**config.mk**
```make
export PLATFORM = sky130hd
export DESIGN_NAME = reg_write_buffer_flat
export DESIGN_NICKNAME = d
export VERILOG_FILES = /design/src/rtl/reg_write_buffer_if.sv /design/src/rtl/reg_write_buffer.sv /design/src/flat_wrapper.sv
export SDC_FILE = /design/constraint.sdc
export NUM_CORES = 1
export LEC_CHECK = 0
export ABC_AREA = 1
export CORE_MARGIN = 2
export CORE_UTILIZATION = 55
export CTS_CLUSTER_DIAMETER = 200
export DETAILED_ROUTE_END_ITERATION = 10
export PLACE_DENSITY = 0.78
export SKIP_LAST_GASP = 1
export SYNTH_ARGS = -nofsm -noshare
export SYNTH_HDL_FRONTEND = slang
export SYNTH_SLANG_ARGS = --single-unit
```
**constraint.sdc**
```tcl
create_clock -name clk -period 7.1 [get_ports clk]
set_input_delay 1.065 -clock clk [delete_from_list [all_inputs] [get_ports clk]]
set_output_delay 1.065 -clock clk [all_outputs]
set_load 0.1 [all_outputs]
```
**src/rtl/reg_write_buffer_if.sv**
```systemverilog
// Write-request / RegisterFile-write / pending-query bundle for reg_write_buffer.
// master = writeback + decode side, slave = the buffer.
interface reg_write_buffer_if #(
    parameter int unsigned ADDR_W = 5,
    parameter int unsigned DATA_W = 32
) ();
    logic              in_valid;
    logic [ADDR_W-1:0] in_addr;
    logic [DATA_W-1:0] in_data;
    logic              in_ready;

    logic              RegWrite;
    logic [ADDR_W-1:0] write_addr;
    logic [DATA_W-1:0] write_data;

    logic [ADDR_W-1:0] query_addr_1;
    logic [ADDR_W-1:0] query_addr_2;
    logic              pending_1;
    logic              pending_2;
    logic [DATA_W-1:0] fwd_data_1;
    logic [DATA_W-1:0] fwd_data_2;

    modport master (
        output in_valid, in_addr, in_data, query_addr_1, query_addr_2,
        input  in_ready, RegWrite, write_addr, write_data,
               pending_1, pending_2, fwd_data_1, fwd_data_2
    );

    modport slave (
        input  in_valid, in_addr, in_data, query_addr_1, query_addr_2,
        output in_ready, RegWrite, write_addr, write_data,
               pending_1, pending_2, fwd_data_1, fwd_data_2
    );
endinterface

```
**src/rtl/reg_write_buffer.sv**
```systemverilog
// Register-write FIFO draining one entry per cycle onto the RegisterFile write port,
// with a two-port pending-write / youngest-value query for decode forwarding.
module reg_write_buffer #(
    parameter int unsigned DEPTH  = 4,
    parameter int unsigned ADDR_W = 5,
    parameter int unsigned DATA_W = 32
) (
    input logic               clk,
    input logic               reset,
    reg_write_buffer_if.slave bus
);
    localparam int unsigned     PtrW    = $clog2(DEPTH);
    localparam int unsigned     CntW    = PtrW + 1;
    localparam logic [CntW-1:0] FullCnt = CntW'(DEPTH);

    logic [DEPTH-1:0][ADDR_W-1:0] addr_mem_q, addr_mem_d;
    logic [DEPTH-1:0][DATA_W-1:0] data_mem_q, data_mem_d;
    logic [PtrW-1:0]              wr_ptr_q, wr_ptr_d;
    logic [PtrW-1:0]              rd_ptr_q, rd_ptr_d;
    logic [CntW-1:0]              count_q, count_d;
    logic                         reg_write_q, reg_write_d;
    logic [ADDR_W-1:0]            write_addr_q, write_addr_d;
    logic [DATA_W-1:0]            write_data_q, write_data_d;

    logic in_ready;
    logic push;
    logic pop;

    // A non-empty FIFO drains every edge, so the full check only bites if that ever changes.
    assign in_ready = ~reset & (count_q < FullCnt);
    assign push     = bus.in_valid & in_ready & (bus.in_addr != '0);
    assign pop      = (count_q != '0);

    always_comb begin
        addr_mem_d   = addr_mem_q;
        data_mem_d   = data_mem_q;
        wr_ptr_d     = wr_ptr_q;
        rd_ptr_d     = rd_ptr_q;
        reg_write_d  = pop;
        write_addr_d = write_addr_q;
        write_data_d = write_data_q;
        if (push) begin
            addr_mem_d[wr_ptr_q] = bus.in_addr;
            data_mem_d[wr_ptr_q] = bus.in_data;
            wr_ptr_d             = wr_ptr_q + PtrW'(1);
        end
        if (pop) begin
            write_addr_d = addr_mem_q[rd_ptr_q];
            write_data_d = data_mem_q[rd_ptr_q];
            rd_ptr_d     = rd_ptr_q + PtrW'(1);
        end
        count_d = count_q + CntW'(push) - CntW'(pop);
    end

    always_ff @(posedge clk or posedge reset) begin
        if (reset) begin
            wr_ptr_q     <= '0;
            rd_ptr_q     <= '0;
            count_q      <= '0;
            reg_write_q  <= 1'b0;
            write_addr_q <= '0;
            write_data_q <= '0;
        end else begin
            wr_ptr_q     <= wr_ptr_d;
            rd_ptr_q     <= rd_ptr_d;
            count_q      <= count_d;
            reg_write_q  <= reg_write_d;
            write_addr_q <= write_addr_d;
            write_data_q <= write_data_d;
        end
    end

    // Entry validity comes from count/rd_ptr, so the storage itself needs no reset.
    always_ff @(posedge clk) begin
        addr_mem_q <= addr_mem_d;
        data_mem_q <= data_mem_d;
    end

    logic [1:0][ADDR_W-1:0] q_addr;
    logic [1:0]             q_hit;
    logic [1:0][DATA_W-1:0] q_data;
    logic [PtrW-1:0]        idx;

    assign q_addr[0] = bus.query_addr_1;
    assign q_addr[1] = bus.query_addr_2;

    // Oldest source first so that later (younger) matches overwrite earlier ones.
    always_comb begin
        q_hit  = '0;
        q_data = '0;
        idx    = '0;
        for (int p = 0; p < 2; p++) begin
            if (q_addr[p] != '0) begin
                if (reg_write_q && (write_addr_q == q_addr[p])) begin
                    q_hit[p]  = 1'b1;
                    q_data[p] = write_data_q;
                end
                for (int i = 0; i < int'(DEPTH); i++) begin
                    idx = rd_ptr_q + PtrW'(i);
                    if ((CntW'(i) < count_q) && (addr_mem_q[idx] == q_addr[p])) begin
                        q_hit[p]  = 1'b1;
                        q_data[p] = data_mem_q[idx];
                    end
                end
            end
        end
    end

    assign bus.in_ready   = in_ready;
    assign bus.RegWrite   = reg_write_q;
    assign bus.write_addr = write_addr_q;
    assign bus.write_data = write_data_q;
    assign bus.pending_1  = q_hit[0];
    assign bus.pending_2  = q_hit[1];
    assign bus.fwd_data_1 = q_data[0];
    assign bus.fwd_data_2 = q_data[1];
endmodule
```
**src/flat_wrapper.sv**
```systemverilog
// flat-port wrapper written by rule: the top's interface ports become plain ports
module reg_write_buffer_flat 
#(
    parameter int unsigned DEPTH  = 4,
    parameter int unsigned ADDR_W = 5,
    parameter int unsigned DATA_W = 32
)
  (clk, reset, bus_in_valid, bus_in_addr, bus_in_data, bus_query_addr_1, bus_query_addr_2, bus_in_ready, bus_RegWrite, bus_write_addr, bus_write_data, bus_pending_1, bus_pending_2, bus_fwd_data_1, bus_fwd_data_2);
  reg_write_buffer_if #(.ADDR_W(ADDR_W), .DATA_W(DATA_W)) bus_i ();
  input logic clk;
  input logic reset;
  input wire logic [$bits(bus_i.in_valid)-1:0] bus_in_valid;
  input wire logic [$bits(bus_i.in_addr)-1:0] bus_in_addr;
  input wire logic [$bits(bus_i.in_data)-1:0] bus_in_data;
  input wire logic [$bits(bus_i.query_addr_1)-1:0] bus_query_addr_1;
  input wire logic [$bits(bus_i.query_addr_2)-1:0] bus_query_addr_2;
  output wire logic [$bits(bus_i.in_ready)-1:0] bus_in_ready;
  output wire logic [$bits(bus_i.RegWrite)-1:0] bus_RegWrite;
  output wire logic [$bits(bus_i.write_addr)-1:0] bus_write_addr;
  output wire logic [$bits(bus_i.write_data)-1:0] bus_write_data;
  output wire logic [$bits(bus_i.pending_1)-1:0] bus_pending_1;
  output wire logic [$bits(bus_i.pending_2)-1:0] bus_pending_2;
  output wire logic [$bits(bus_i.fwd_data_1)-1:0] bus_fwd_data_1;
  output wire logic [$bits(bus_i.fwd_data_2)-1:0] bus_fwd_data_2;
  assign bus_i.in_valid = bus_in_valid;
  assign bus_i.in_addr = bus_in_addr;
  assign bus_i.in_data = bus_in_data;
  assign bus_i.query_addr_1 = bus_query_addr_1;
  assign bus_i.query_addr_2 = bus_query_addr_2;
  assign bus_in_ready = bus_i.in_ready;
  assign bus_RegWrite = bus_i.RegWrite;
  assign bus_write_addr = bus_i.write_addr;
  assign bus_write_data = bus_i.write_data;
  assign bus_pending_1 = bus_i.pending_1;
  assign bus_pending_2 = bus_i.pending_2;
  assign bus_fwd_data_1 = bus_i.fwd_data_1;
  assign bus_fwd_data_2 = bus_i.fwd_data_2;
  reg_write_buffer #(.DEPTH(DEPTH), .ADDR_W(ADDR_W), .DATA_W(DATA_W)) u_core (.clk(clk), .reset(reset), .bus(bus_i));
endmodule
```
Word-level counts from Yosys, hierarchy flattened. Index checks and enable logic that the tools add are counted.

Bits in registers: 193. Input bits: 50. Output and inout bits: 105.

Add/sub/neg operators: 6. Magnitude comparators: 11. Eq/ne operators: 10. Muxes and demuxes: 46. Bitwise logic cells: 4. Reductions and logical operators: 15.

Operator list (number): 32-bit two-way mux (17); 32-bit binary-select mux with 2-bit select (4); 128-bit bitwise mux (1); 32-bit demux with 2-bit select (1); 5-bit == test (10); 5-bit binary-select mux with 2-bit select (4); 5-bit two-way mux (5); 20-bit bitwise mux (1); 2-bit by 3-bit < comparator with 1-bit output, second input constant (5); 5-bit nonzero test (3); 1-bit two-way mux (12); 1-bit logical AND (11); 5-bit demux with 2-bit select (1); 1-bit by 3-bit < comparator with 1-bit output, first input constant (2); 2-bit by 3-bit < comparator with 1-bit output, first input constant (2); 2-bit by 1-bit adder with 2-bit output, second input constant (2); 2-bit adder, second input constant (2); 3-bit by 1-bit adder with 3-bit output (1); 1-bit AND (3); 3-bit < comparator, second input constant (1); 3-bit nonzero test (1); 3-bit by 1-bit subtractor with 3-bit output (1); 2-bit by 1-bit >= comparator with 1-bit output, second input constant (1); 1-bit inverter (1).

Logic depth before layout (Yosys ltp). Gate-level depths: netlist (run 1).

Depth after elaboration: 9. Gate-level depth with buffers: 16. Mapped depth without buffers: 14.

Worst setup path after synthesis (run 1). OpenSTA, ideal clock, no wires.

Path type: in2reg. Start point: input port reset. End point: register u_core.addr_mem_q[0] (netlist name), enable pin. Setup time: 0.431 ns. Arrival: 4.442 ns. Setup slack: 2.227 ns. Cell stages on the path: 3. Cell sequence: nor2_1 nand3_1 nor2_1.

Longest elaborated chain between the ends: 4.

Ends and longest elaborated chain: start, declared (line flat_wrapper.sv:11) `input logic reset;`; 1-bit inverter (line reg_write_buffer.sv:30) `assign in_ready = ~reset & (count_q < FullCnt);`; 1-bit AND (line reg_write_buffer.sv:30); 1-bit AND (2 in a row) (line reg_write_buffer.sv:31) `assign push = bus.in_valid & in_ready & (bus.in_addr != '0);`; end signal, assigned (line reg_write_buffer.sv:75) `addr_mem_q <= addr_mem_d;`; end, declared (line reg_write_buffer.sv:16) `logic [DEPTH-1:0][ADDR_W-1:0] addr_mem_q, addr_mem_d;`.

No other way between the ends. A chain may end at the register's enable or synchronous reset.

Worst setup path after layout (run 1).
Start point: register u_core.rd_ptr_q[0]. End point: output port bus_fwd_data_2[26].

Longest elaborated chain between the ends: 9. Elaborated cells between the ends (all ways): 32.

Ends and longest elaborated chain: start, declared (line reg_write_buffer.sv:19) `logic [PtrW-1:0] rd_ptr_q, rd_ptr_d;`; start signal, assigned (line reg_write_buffer.sv:65) `rd_ptr_q <= rd_ptr_d;`; 2-bit by 1-bit adder with 2-bit output or 5-bit binary-select mux with 2-bit select (tied branches) (line reg_write_buffer.sv:99, reg_write_buffer.sv:100); 5-bit binary-select mux with 2-bit select or 5-bit two-way mux (tied branches) (line reg_write_buffer.sv:100) `if ((CntW'(i) < count_q) && (addr_mem_q[idx] == q_addr[p])) begin`; 5-bit two-way mux (implied by the code) or 5-bit == test (tied branches) (line reg_write_buffer.sv:100); 5-bit == test or 1-bit logical AND (tied branches) (line reg_write_buffer.sv:100); 1-bit logical AND or 32-bit two-way mux (tied branches) (line reg_write_buffer.sv:100); 32-bit two-way mux (2 in a row) (line reg_write_buffer.sv:100); 32-bit two-way mux (*) (line reg_write_buffer.sv:100); 32-bit two-way mux (*) (line reg_write_buffer.sv:93) `if (q_addr[p] != '0) begin`; end, declared (line flat_wrapper.sv:24) `output wire logic [$bits(bus_i.fwd_data_2)-1:0] bus_fwd_data_2;`.

Every way passes the cells marked *; elsewhere a longest branch is shown, timed or not. The select of a mux whose other input is x is not followed.

==> results of run 1 <==
[metrics by stage]
stage | cell area, µm² | std cells | hold slack, ns | util (%)
after floorplan | 14200 | 2133 | 0.580 | -
after global placement | 16200 | 2502 | 0.535 | 64.1
after detailed placement | 16200 | 2502 | 0.550 | 64.1
after CTS | 16800 | 2534 | 0.568 | 66.6
after global routing | 16800 | 2534 | 0.585 | 66.6
final | 16800 | 2534 | 0.567 | 66.6
[kinds of logic (layout without fill, tap and decap cells)]
logic type	after synthesis	count (layout)
AO/OA/AOI/OAI	397	397
XOR/XNOR	11	11
flip-flops	193	193
AND/OR/NAND/NOR	1170	1170
multiplexers	2	2
buffers and inverters	351	422
adder cells (fa/ha/maj)	9	9
[worst max-delay path: stages (launching register included)]
cell      delay, ns
dfrtp_4        0.67
clkinv_2       0.34
buf_4          0.85
nand2_1        0.18
o21ai_1        0.20
nand2_1        0.10
nand3_1        0.08
nand2_1        0.07
nor2_1         0.16
nand3_2        0.62
buf_12         0.44
nand3_1        0.12
nand2_1        0.06
a21oi_1        0.38
buf_12         0.24
[state kept, by name (all words and copies together), names as in the netlist]
signal                 count
u_core.bus.write_addr      5
u_core.wr_ptr_q            2
u_core.data_mem_q        128
u_core.count_q             3
u_core.bus.write_data     32
u_core.addr_mem_q         20
u_core.bus.RegWrite        1
u_core.rd_ptr_q            2
[path summary, 6_finish.rpt]
check,cells past startpoint,to,slack [ns]
min in group asynchronous,2,u_core.bus.write_addr[1],1.10
setup / recovery,14,bus_fwd_data_2[26],0.95
max in group asynchronous,3,u_core.rd_ptr_q[0],5.16
setup reg to reg,8,u_core.bus.write_data[16],3.82
hold / removal,2,u_core.bus.write_addr[4],0.57
hold reg to reg,2,u_core.bus.write_addr[4],0.57
[metal layers]
| layer | wire, µm | GRT usage (%) | share of wire [%] | vias to the layer above |
|---|---|---|---|---|
| met1 | 18900 | 49.1 | 42 | 6618 |
| met2 | 19200 | 51.2 | 42 | 969 |
| met5 | 0 | 0 | 0 | - |
| li1 | - | - | - | 7109 |
| met4 | 950 | 10.2 | 2.1 | 0 |
| met3 | 6330 | 8.04 | 14 | 104 |
[placed cells by master, fill, tap and decap left out, types with 72 or more instances in the layout]
master,netlist,final
o21ai_0,295,295
edfxtp_1,148,148
nor2_1,255,247
inv_1,197,196
a21oi_1,73,73
nand3_1,188,187
clkdlybuf4s50_1,0,88
nand4_1,72,72
nand2_1,612,612
[cell usage after synthesis, types with 3 or more instances]
master | count | share of area (%)
nand2_1 | 612 | 16
inv_2 | 7 | 0.19
nor3_1 | 6 | 0.21
inv_1 | 197 | 5.2
dfrtp_1 | 45 | 8.0
o21ai_1 | 20 | 0.71
or2_1 | 24 | 1.1
edfxtp_1 | 148 | 31
o21ai_0 | 295 | 10
clkbuf_1 | 66 | 1.8
a21oi_1 | 73 | 2.6
buf_4 | 9 | 0.48
nand4_1 | 72 | 3.2
nor2_1 | 255 | 6.8
or2_2 | 5 | 0.22
or2_0 | 3 | 0.13
ha_1 | 8 | 0.71
buf_1 | 21 | 0.56
buf_2 | 50 | 1.8
nand3_1 | 188 | 6.6
o22ai_1 | 4 | 0.18
xor2_1 | 10 | 0.62
[cell type report]
type                    count  area [µm²]  share of cell area [%]
multi-input cells        1589        7200                    42.9
flip-flops and latches    193        5580                    33.2
repair buffers            186        2230                    13.3
inverters                 204         768                    4.57
clock buffers              18         429                    2.55
well taps                 330         413                    2.46
clock inverters            14         189                    1.12
==> run summary, run 1 <==
Outcome: finished, final reports clean
Io pins: 155
RSZ-0062 raised after global routing: no
Final hold vios: 0
Final min period: 6.15 ns
Initial antenna violation count: 1
Worst setup SP type: flop
Synth warnings: 0
Clk_lat worst skew: 0.45 ns
Die ar.: 27000 µm²
DRC errors left: 0
Post-synth EDFFs: 148
Final wirelength: 45400 µm
Nets: 2250
Rel. slew slack: 15.3%
Largest net degree at the start of global routing: 137
Gate Count Post-Synth: 2133
Clk buf depth: 2
Synthesized cell area: 14200 µm²
Worst EP arrival: 5.08 ns
Max Freq: 0.163 GHz
IO buf count: 154
CTS resizes: 0
Chip width: 164 µm
Reg2reg start: u_core.rd_ptr_q[0]
Antenna diodes: 0
Initial DRC Count: 2130
Filler cell count: 2175
Largest family of logic cells by synthesized area: simple AND/OR/NAND/NOR gates
Core area: 25300 µm²
Worst-Margin Slew: 1.27 ns
Final setup violation count: 0
# Post-CTS Setup Buffers: 0
Most common flop cell mapped by yosys: edfxtp_1
Pre-antenna DRT Iters: 9
Row count: 58
Ys async rst share: 23.3%
TritonCTS clock tree: yes
Vias/cell: 5.84
Dpl ws: 1.58 ns
Starting Density: 56.0%
DP HPWL: 30800 µm
Layout cells sized above 1: 7.21%
H-tree Lvls: 4
Synth Area in Compound Gates: 14.2%
Final worst slack: 0.953 ns
Clock Skew: 0.0161 ns
Mean Syn Cell Area: 6.63 µm²
Sink Count: 193
Simple-Gate Fraction of Synth Area: 34.7%
Hold Buf Count CTS: 0
Post-Route Setup TNS: 0 ns
First-pass GRT wire length: 71000 µm
Post-synthesis adder-cell area fraction: 0.849%
Antenna-violating nets left: 0
Drt wl/cell: 17.9 µm
Clock buffer count from CTS: 17
Final Cycle Share: 86.6%
Final Max Tran Viols: 0
Total number of vias: 14800
CP Capture Type: primary output
CTS clk-pin slew, worst paths: 0.08 ns
#FFs+latches synth: 193
Grt ovf: 0
Worst min-delay path class: flop to flop
Max-cap violations: 0
Total track usage: 34.1%
CP Max Fanout: 124
Seq/Total Area, Yosys: 39.4%
Routability cong.: 0.930
Critical setup path kind: flop to primary output
Vias in the first global route: 13286
Clock Tree Root: clkbuf_16
Yosys cell types: 32
Die height: 164 µm
Net count after synthesis: 2192
Mux contribution to synthesized area: 0.141%
Synth Area in XOR/XNOR: 0.681%
Critical path launch point: u_core.rd_ptr_q[0]
Hold Path Origin: u_core.bus.write_addr[4]
Area delta synth->final: 18.8%
Worst EP required: 6.03 ns
Power of run 1 is left out: the tool's default activity adds up to more than one toggle a clock period on the data nets, which glitch-free logic cannot reach.
==> inputs of run 2 (changes only) <==
--- a/config.mk
+++ b/config.mk
@@ -8,7 +8,7 @@
 export ABC_AREA = 1
 export CORE_MARGIN = 2
 export CORE_UTILIZATION = 55
-export CTS_CLUSTER_DIAMETER = 200
+export CTS_CLUSTER_DIAMETER = 40
 export DETAILED_ROUTE_END_ITERATION = 10
 export PLACE_DENSITY = 0.78
 export SKIP_LAST_GASP = 1
==> results of run 2 <==
The final DEF is identical to that of run 1; final timing and power are the same.
Power of run 2 is left out for the same reason.
